`src/rtl/vespa_pkg.sv`:
```
// Shared VeSPA decode definitions: opcodes, instruction field positions, register-file geometry.
package vespa_pkg;

    localparam int NREGS   = 32;
    localparam int REG_MSB = 4;

    localparam int OP_HI   = 31;
    localparam int OP_LO   = 27;
    localparam int RD_HI   = 26;
    localparam int RD_LO   = 22;
    localparam int CD_HI   = 26;
    localparam int CD_LO   = 23;
    localparam int RS1_HI  = 21;
    localparam int RS1_LO  = 17;
    localparam int IMM_BIT = 16;
    localparam int RS2_HI  = 15;
    localparam int RS2_LO  = 11;

    typedef enum logic [4:0] {
        OP_NOP = 5'd0,
        OP_ADD = 5'd1,
        OP_SUB = 5'd2,
        OP_OR  = 5'd3,
        OP_AND = 5'd4,
        OP_NOT = 5'd5,
        OP_XOR = 5'd6,
        OP_CMP = 5'd7,
        OP_BXX = 5'd8,
        OP_JMP = 5'd9,
        OP_LD  = 5'd10,
        OP_LDI = 5'd11,
        OP_LDX = 5'd12,
        OP_ST  = 5'd13,
        OP_STX = 5'd14,
        OP_HLT = 5'd31
    } opcode_e;

    typedef enum logic {
        ST_RUN    = 1'b0,
        ST_HALTED = 1'b1
    } dec_state_e;

endpackage

```
`src/rtl/vespa_regfile.sv`:
```
// VeSPA register file: two combinational read ports with writeback bypass, one synchronous write port.
module vespa_regfile
    import vespa_pkg::*;
#(
    parameter int DATA_W = 32,
    parameter int NREGS  = 32,
    parameter int AW     = $clog2(NREGS)
) (
    input  logic              clk,
    input  logic              rst_n,
    input  logic [AW-1:0]     rd1_addr,
    output logic [DATA_W-1:0] rd1_data,
    input  logic [AW-1:0]     rd2_addr,
    output logic [DATA_W-1:0] rd2_data,
    input  logic              wb_en,
    input  logic [AW-1:0]     wb_addr,
    input  logic [DATA_W-1:0] wb_data
);

    logic [DATA_W-1:0] regs [NREGS];

    always_ff @(posedge clk or negedge rst_n) begin
        if (!rst_n) begin
            for (int i = 0; i < NREGS; i++) begin
                regs[i] <= '0;
            end
        end else if (wb_en) begin
            regs[wb_addr] <= wb_data;
        end
    end

    // Write-through: a value being written this cycle is visible to readers in the same cycle.
    assign rd1_data = (wb_en && (wb_addr == rd1_addr)) ? wb_data : regs[rd1_addr];
    assign rd2_data = (wb_en && (wb_addr == rd2_addr)) ? wb_data : regs[rd2_addr];

endmodule

```
`src/rtl/vespa_decode.sv`:
```
// VeSPA decode stage: field decode, register read, load-use interlock, HLT state and the ID/EX register.
module vespa_decode
    import vespa_pkg::*;
#(
    parameter int DATA_W = 32,
    parameter int NREGS  = 32
) (
    input  logic              i_clk_d,
    input  logic              i_rst_d,
    input  logic              i_valid_d,
    output logic              o_ready_d,
    input  logic [31:0]       i_PC_d,
    input  logic [31:0]       i_IR_d,
    input  logic              i_flush_d,
    input  logic              i_wb_en,
    input  logic [REG_MSB:0]  i_wb_addr,
    input  logic [DATA_W-1:0] i_wb_data,
    output logic              o_valid_x,
    input  logic              i_ready_x,
    output logic [31:0]       o_PC_x,
    output logic [4:0]        o_op_x,
    output logic [REG_MSB:0]  o_rdst_x,
    output logic [3:0]        o_cond_x,
    output logic [DATA_W-1:0] o_rs1_val_x,
    output logic [DATA_W-1:0] o_rs2_val_x,
    output logic [DATA_W-1:0] o_imm_x,
    output logic              o_use_imm_x,
    output logic              o_wen_x,
    output logic              o_mem_rd_x,
    output logic              o_mem_wr_x,
    output logic              o_halted
);

    function automatic logic signed [DATA_W-1:0] sext(input logic [31:0] raw, input int w);
        logic signed [31:0] t;
        t = $signed(raw << (32 - w));
        return DATA_W'(t >>> (32 - w));
    endfunction

    dec_state_e              state;
    opcode_e                 op_p0;
    logic [REG_MSB:0]        rdst_p0;
    logic [REG_MSB:0]        rs1_addr_p0;
    logic [REG_MSB:0]        rs2_field_p0;
    logic [REG_MSB:0]        rs2_addr_p0;
    logic [DATA_W-1:0]       rs1_val_p0;
    logic [DATA_W-1:0]       rs2_val_p0;
    logic signed [DATA_W-1:0] imm_p0;
    logic                    use_imm_p0;
    logic                    wen_p0;
    logic                    mem_rd_p0;
    logic                    mem_wr_p0;
    logic                    store_p0;
    logic                    load_use_p0;
    logic                    load_en;
    logic                    accept;

    assign rdst_p0      = i_IR_d[RD_HI:RD_LO];
    assign rs1_addr_p0  = i_IR_d[RS1_HI:RS1_LO];
    assign rs2_field_p0 = i_IR_d[RS2_HI:RS2_LO];
    assign rs2_addr_p0  = store_p0 ? rdst_p0 : rs2_field_p0;

    always_comb begin
        op_p0      = opcode_e'(i_IR_d[OP_HI:OP_LO]);
        imm_p0     = '0;
        use_imm_p0 = 1'b0;
        wen_p0     = 1'b0;
        mem_rd_p0  = 1'b0;
        mem_wr_p0  = 1'b0;
        store_p0   = 1'b0;
        case (opcode_e'(i_IR_d[OP_HI:OP_LO]))
            OP_ADD, OP_SUB, OP_OR, OP_AND, OP_NOT, OP_XOR, OP_CMP: begin
                wen_p0 = (i_IR_d[OP_HI:OP_LO] != OP_CMP);
                if (i_IR_d[IMM_BIT]) begin
                    use_imm_p0 = 1'b1;
                    imm_p0     = sext(i_IR_d, 16);
                end
            end
            OP_BXX: begin
                use_imm_p0 = 1'b1;
                imm_p0     = sext(i_IR_d, 23);
            end
            OP_JMP: begin
                use_imm_p0 = 1'b1;
                imm_p0     = sext(i_IR_d, 16);
                wen_p0     = i_IR_d[IMM_BIT];
            end
            OP_LD, OP_LDI: begin
                use_imm_p0 = 1'b1;
                imm_p0     = sext(i_IR_d, 22);
                wen_p0     = 1'b1;
                mem_rd_p0  = (i_IR_d[OP_HI:OP_LO] == OP_LD);
            end
            OP_LDX: begin
                use_imm_p0 = 1'b1;
                imm_p0     = sext(i_IR_d, 17);
                wen_p0     = 1'b1;
                mem_rd_p0  = 1'b1;
            end
            OP_ST: begin
                use_imm_p0 = 1'b1;
                imm_p0     = sext(i_IR_d, 22);
                mem_wr_p0  = 1'b1;
                store_p0   = 1'b1;
            end
            OP_STX: begin
                use_imm_p0 = 1'b1;
                imm_p0     = sext(i_IR_d, 17);
                mem_wr_p0  = 1'b1;
                store_p0   = 1'b1;
            end
            OP_NOP, OP_HLT: ;
            default: op_p0 = OP_NOP;
        endcase
    end

    vespa_regfile #(
        .DATA_W (DATA_W),
        .NREGS  (NREGS)
    ) u_regfile (
        .clk      (i_clk_d),
        .rst_n    (i_rst_d),
        .rd1_addr (rs1_addr_p0),
        .rd1_data (rs1_val_p0),
        .rd2_addr (rs2_addr_p0),
        .rd2_data (rs2_val_p0),
        .wb_en    (i_wb_en),
        .wb_addr  (i_wb_addr),
        .wb_data  (i_wb_data)
    );

    // A load sitting in ID/EX cannot forward; any reader of its destination waits one slot.
    assign load_use_p0 = o_valid_x && o_mem_rd_x &&
                         ((rs1_addr_p0 == o_rdst_x) ||
                          (store_p0 ? (rdst_p0 == o_rdst_x)
                                    : (!i_IR_d[IMM_BIT] && (rs2_field_p0 == o_rdst_x))));

    assign load_en   = !o_valid_x || i_ready_x;
    assign o_ready_d = i_flush_d || (load_en && !load_use_p0 && (state == ST_RUN));
    assign accept    = i_valid_d && o_ready_d && !i_flush_d;

    // ID/EX boundary
    always_ff @(posedge i_clk_d or negedge i_rst_d) begin
        if (!i_rst_d) begin
            o_valid_x   <= 1'b0;
            o_PC_x      <= '0;
            o_op_x      <= '0;
            o_rdst_x    <= '0;
            o_cond_x    <= '0;
            o_rs1_val_x <= '0;
            o_rs2_val_x <= '0;
            o_imm_x     <= '0;
            o_use_imm_x <= 1'b0;
            o_wen_x     <= 1'b0;
            o_mem_rd_x  <= 1'b0;
            o_mem_wr_x  <= 1'b0;
        end else if (i_flush_d) begin
            o_valid_x <= 1'b0;
        end else if (load_en) begin
            o_valid_x <= accept;
            if (accept) begin
                o_PC_x      <= i_PC_d;
                o_op_x      <= op_p0;
                o_rdst_x    <= rdst_p0;
                o_cond_x    <= i_IR_d[CD_HI:CD_LO];
                o_rs1_val_x <= rs1_val_p0;
                o_rs2_val_x <= rs2_val_p0;
                o_imm_x     <= imm_p0;
                o_use_imm_x <= use_imm_p0;
                o_wen_x     <= wen_p0;
                o_mem_rd_x  <= mem_rd_p0;
                o_mem_wr_x  <= mem_wr_p0;
            end
        end
    end

    always_ff @(posedge i_clk_d or negedge i_rst_d) begin
        if (!i_rst_d) begin
            state    <= ST_RUN;
            o_halted <= 1'b0;
        end else begin
            case (state)
                ST_RUN: begin
                    if (accept && (op_p0 == OP_HLT)) begin
                        state    <= ST_HALTED;
                        o_halted <= 1'b1;
                    end
                end
                ST_HALTED: begin
                    // The HLT was fetched down a mispredicted path; redirect resumes execution.
                    if (i_flush_d) begin
                        state    <= ST_RUN;
                        o_halted <= 1'b0;
                    end
                end
                default: begin
                    state    <= ST_RUN;
                    o_halted <= 1'b0;
                end
            endcase
        end
    end

endmodule

```
`config.mk`:
```
export PLATFORM = sky130hd
export DESIGN_NAME = vespa_decode
export DESIGN_NICKNAME = d
export VERILOG_FILES = /design/src/rtl/vespa_pkg.sv /design/src/rtl/vespa_regfile.sv /design/src/rtl/vespa_decode.sv
export SDC_FILE = /design/constraint.sdc
export NUM_CORES = 2
export LEC_CHECK = 0
export CAP_MARGIN = 20
export CORE_ASPECT_RATIO = 1.75
export CORE_MARGIN = 3
export CORE_UTILIZATION = 46
export CTS_CLUSTER_DIAMETER = 30
export DETAILED_ROUTE_END_ITERATION = 8
export SYNTH_ARGS = -nofsm -noshare
export SYNTH_HDL_FRONTEND = slang
export SYNTH_SLANG_ARGS = --single-unit
```
`constraint.sdc`:
```
create_clock -name i_clk_d -period 3 [get_ports i_clk_d]
set_clock_uncertainty 0.2 [all_clocks]
set_input_delay 0.6 -clock i_clk_d [delete_from_list [all_inputs] [get_ports i_clk_d]]
set_output_delay 0.6 -clock i_clk_d [all_outputs]
set_load 0.005 [all_outputs]
```
==> out/metrics.yaml <==
syn_nets: 4838
power_mw: 54.03
worstSkewPairLatency_ns: 0.82
maxClockFrequency_mhz: 327.4
rr_startpoint: "o_rdst_x[3]"
drv_slew: 0
synth_largest_type_area_fraction: 0.4783
reg2reg_setup_slack_ns: 0.27
tritoncts_num_sinks: 1160
area_of_the_core_um2: 130500
dp_worst_setup_slack_ns: -0.9364
die_footprint_um2: 136500
maxSlewHeadroom: 0.5375
largest_driver_fanout_on_the_critical_path: 5
root_buffer: "clkbuf_16"
vias_per_cell: 6.447
end_kind: "output port"
report.final.hold_viol_count: 0
worst_pin_slew_ns: 0.6899
route.antenna.remaining_nets: 0
final_critical_path_setup_slack_ns: -0.05406
drt_pre_antenna_iters: 6
synth.ff_latch_count: 1160
die_h_um: 486.5
antenna_found_initial: 3
overall_fraction_of_global_route_tracks_in_use: 0.3304
ir_drop_mv: 0.4720
violations_in_the_final_reports: "setup timing"
r2r_end: "o_halted"
cts_tree: "done"
final_nets: 5359
final_common_cell: "dfrtp_1"
grt_start_max_net_pins: 101
most-common-layout-cells: "dfrtp_1, mux2_2, nand2_1"
power.leakage_nw: 33.57
final_layout_size_suffix_gt1_frac: 0.4433
drc_errors: 0
synth.cell_area_um2: 60690
die-width_um: 280.6
std_cell_rows: 175
setup.worst_path.start: "o_rdst_x[2]"
worst_r2r_path_cells: 9
post_synth_edffs: 0
cts.reportedPaths.clkPinSlew_ns: 0.05
timing_worst_setup_path_type: "flop to output port"
postSynth.asyncResetShare: 1.000
primary_ff_master_synth: "dfrtp_1"
min-delay-path-class: "input pin to flop"
syn2layout_area_growth_pct: 26.67
crit_required_ns: 2.20
first_pass_grt_wire_length_mm: 326.8
crit_arrival_ns: 2.25
htreeDepth: 4
post_synth.cell_area_avg_um2: 12.83
synth_largest_area_cell: "dfrtp_1"
timing.critical_path.to: "o_ready_d"
power.density_cell_area_nw_per_um2: 702.9
detailed_placement_wirelength_estimate_mm: 151.2
post_synth_inst_count: 4731
startpoint_type: "flop"
timing.max_cap.violations: 0
first_global_vias: 47120
post_synth_main_area_contributors: "dfrtp_1, mux2_2, mux4_2, nand2_1, mux2i_1"
rsz0062_at_grt: "yes"
post_drt_wl_per_cell_um: 31.83
globalplace.congestion: 0.9193
pin_count: 256
run_status: "finished, violations left"
cts_inserted_buffers: 177
routed-via-count: 45670
synth_sequential_area_ratio: 0.4783
ctsLongestPathBuffers: 3
total_global_routing_overflow: 0
netlist-cell-type-count: 55
yosys_warnings: 0
placement.io_buffers: 255
drt_iter0_drc: 4029
final.period_utilization: 1.018
initial_core_util: 0.4651
detail_route.wirelength_mm: 225.5
report.final.setup_viol: 1
hold-worst-slack_ns: 0.07928
finalCriticalPeriod_ns: 3.054
-- logic make-up (layout without fill, tap and decap cells) --
| group | Yosys count | count (layout) | synth area share |
|---|---|---|---|
| other | 0 | 1 | 0 |
| and+or+nand+nor | 1071 | 1071 | 0.07589 |
| DFF | 1160 | 1160 | 0.4783 |
| xor gates and xnor gates | 26 | 26 | 0.004000 |
| buffers and inverters | 490 | 1162 | 0.03299 |
| AOI/OAI and AO/OA | 407 | 407 | 0.04857 |
| muxes | 1577 | 1577 | 0.3603 |
-- critical path, cell delays in order, from the launching register on --
cell	delay (ns)
dfrtp_2	0.45
xor2_1	0.17
nor4_2	0.29
nand4_1	0.15
a31oi_2	0.18
o21bai_1	0.08
buf_2	0.13
-- worst min path at each step --
stage,start,end,slack (ns),depth (start not counted)
finish,i_IR_d[30],o_op_x[3],0.08,4
floorplan,i_rst_d,o_PC_x[0],0.10,0
CTS,i_PC_d[30],o_PC_x[30],0.09,3
global route,i_IR_d[30],o_op_x[3],0.07,4
detailed placement,o_PC_x[17],o_PC_x[17],0.26,2
global placement,o_PC_x[13],o_PC_x[13],0.26,2
-- final cells by class --
| cell class | count | area (µm²) |
|---|---|---|
| well taps | 1681 | 2103 |
| clock buffers | 216 | 4881 |
| diodes | 1 | 2.502 |
| fillers | 10360 | 53630 |
| flip-flops and latches | 1160 | 29030 |
| repair buffers | 822 | 9245 |
| inverters | 10 | 37.54 |
| multi-input cells | 3081 | 30150 |
| clock inverters | 114 | 1425 |
-- cell usage after synthesis, drive strengths merged, types with 3 or more instances --
cell type  count
and3          70
dfrtp       1160
nand4         36
nor2b          8
and2           4
nor3b          3
nand2        711
a22oi         31
nor2          91
a32oi         43
xor2          15
nor4          27
o21ai         85
a311oi        63
mux2        1029
o221ai        43
xnor2         11
nand3         76
or3           12
o31ai         23
clkbuf       319
a22o          21
mux2i        165
buf          161
nor3          18
a211oi        22
a21oi         49
mux4         383
a31oi          7
o2111ai       10
inv           10
-- state kept, by name (all words and copies together), names as in the netlist --
| signal | flops |
|---|---|
| state | 1 |
| o_rdst_x | 5 |
| o_PC_x | 32 |
| o_use_imm_x | 1 |
| u_regfile.regs | 1024 |
| o_mem_rd_x | 1 |
| o_valid_x | 1 |
| o_rs1_val_x | 32 |
| o_wen_x | 1 |
| o_op_x | 5 |
| o_rs2_val_x | 32 |
| o_mem_wr_x | 1 |
| o_imm_x | 23 |
| o_halted | 1 |
-- where the power goes --
part / internal, mW / switching (mW)
combinational: 6.37 / 4.59
clock: 13.6 / 8.13
sequential: 18.7 / 2.57
-- metrics by stage --
step | TNS [ns] | cells | utilization | area, µm²
detailed placement | -144.29 | 6746 | 0.5394 | 70390
CTS | -0.1561 | 7079 | 0.5880 | 76730
global placement | -138.28 | 6745 | 0.5393 | 70380
floorplan | -0.2271 | 4731 | - | 60930
global route | -0.1611 | 7085 | 0.5891 | 76880
finish | -0.05406 | 7085 | 0.5891 | 76880
-- layer usage --
layer,vias to the layer above,track usage,wire [µm]
met5,-,0,27
met4,4,0.1922,15220
met3,690,0.06604,16950
met2,2292,0.5529,110400
met1,23990,0.3962,82900
li1,18700,-,-
-- repair_timing --
action                     CTS  global route
hold buffers                 1             0
hold endpoints to repair    24             0
gates resized for setup     11            18
buffers inserted             2             4
setup endpoints to repair    3            32
gates cloned                 0             1
pin swaps                    4             5
(Power assumes the default switching activity.)
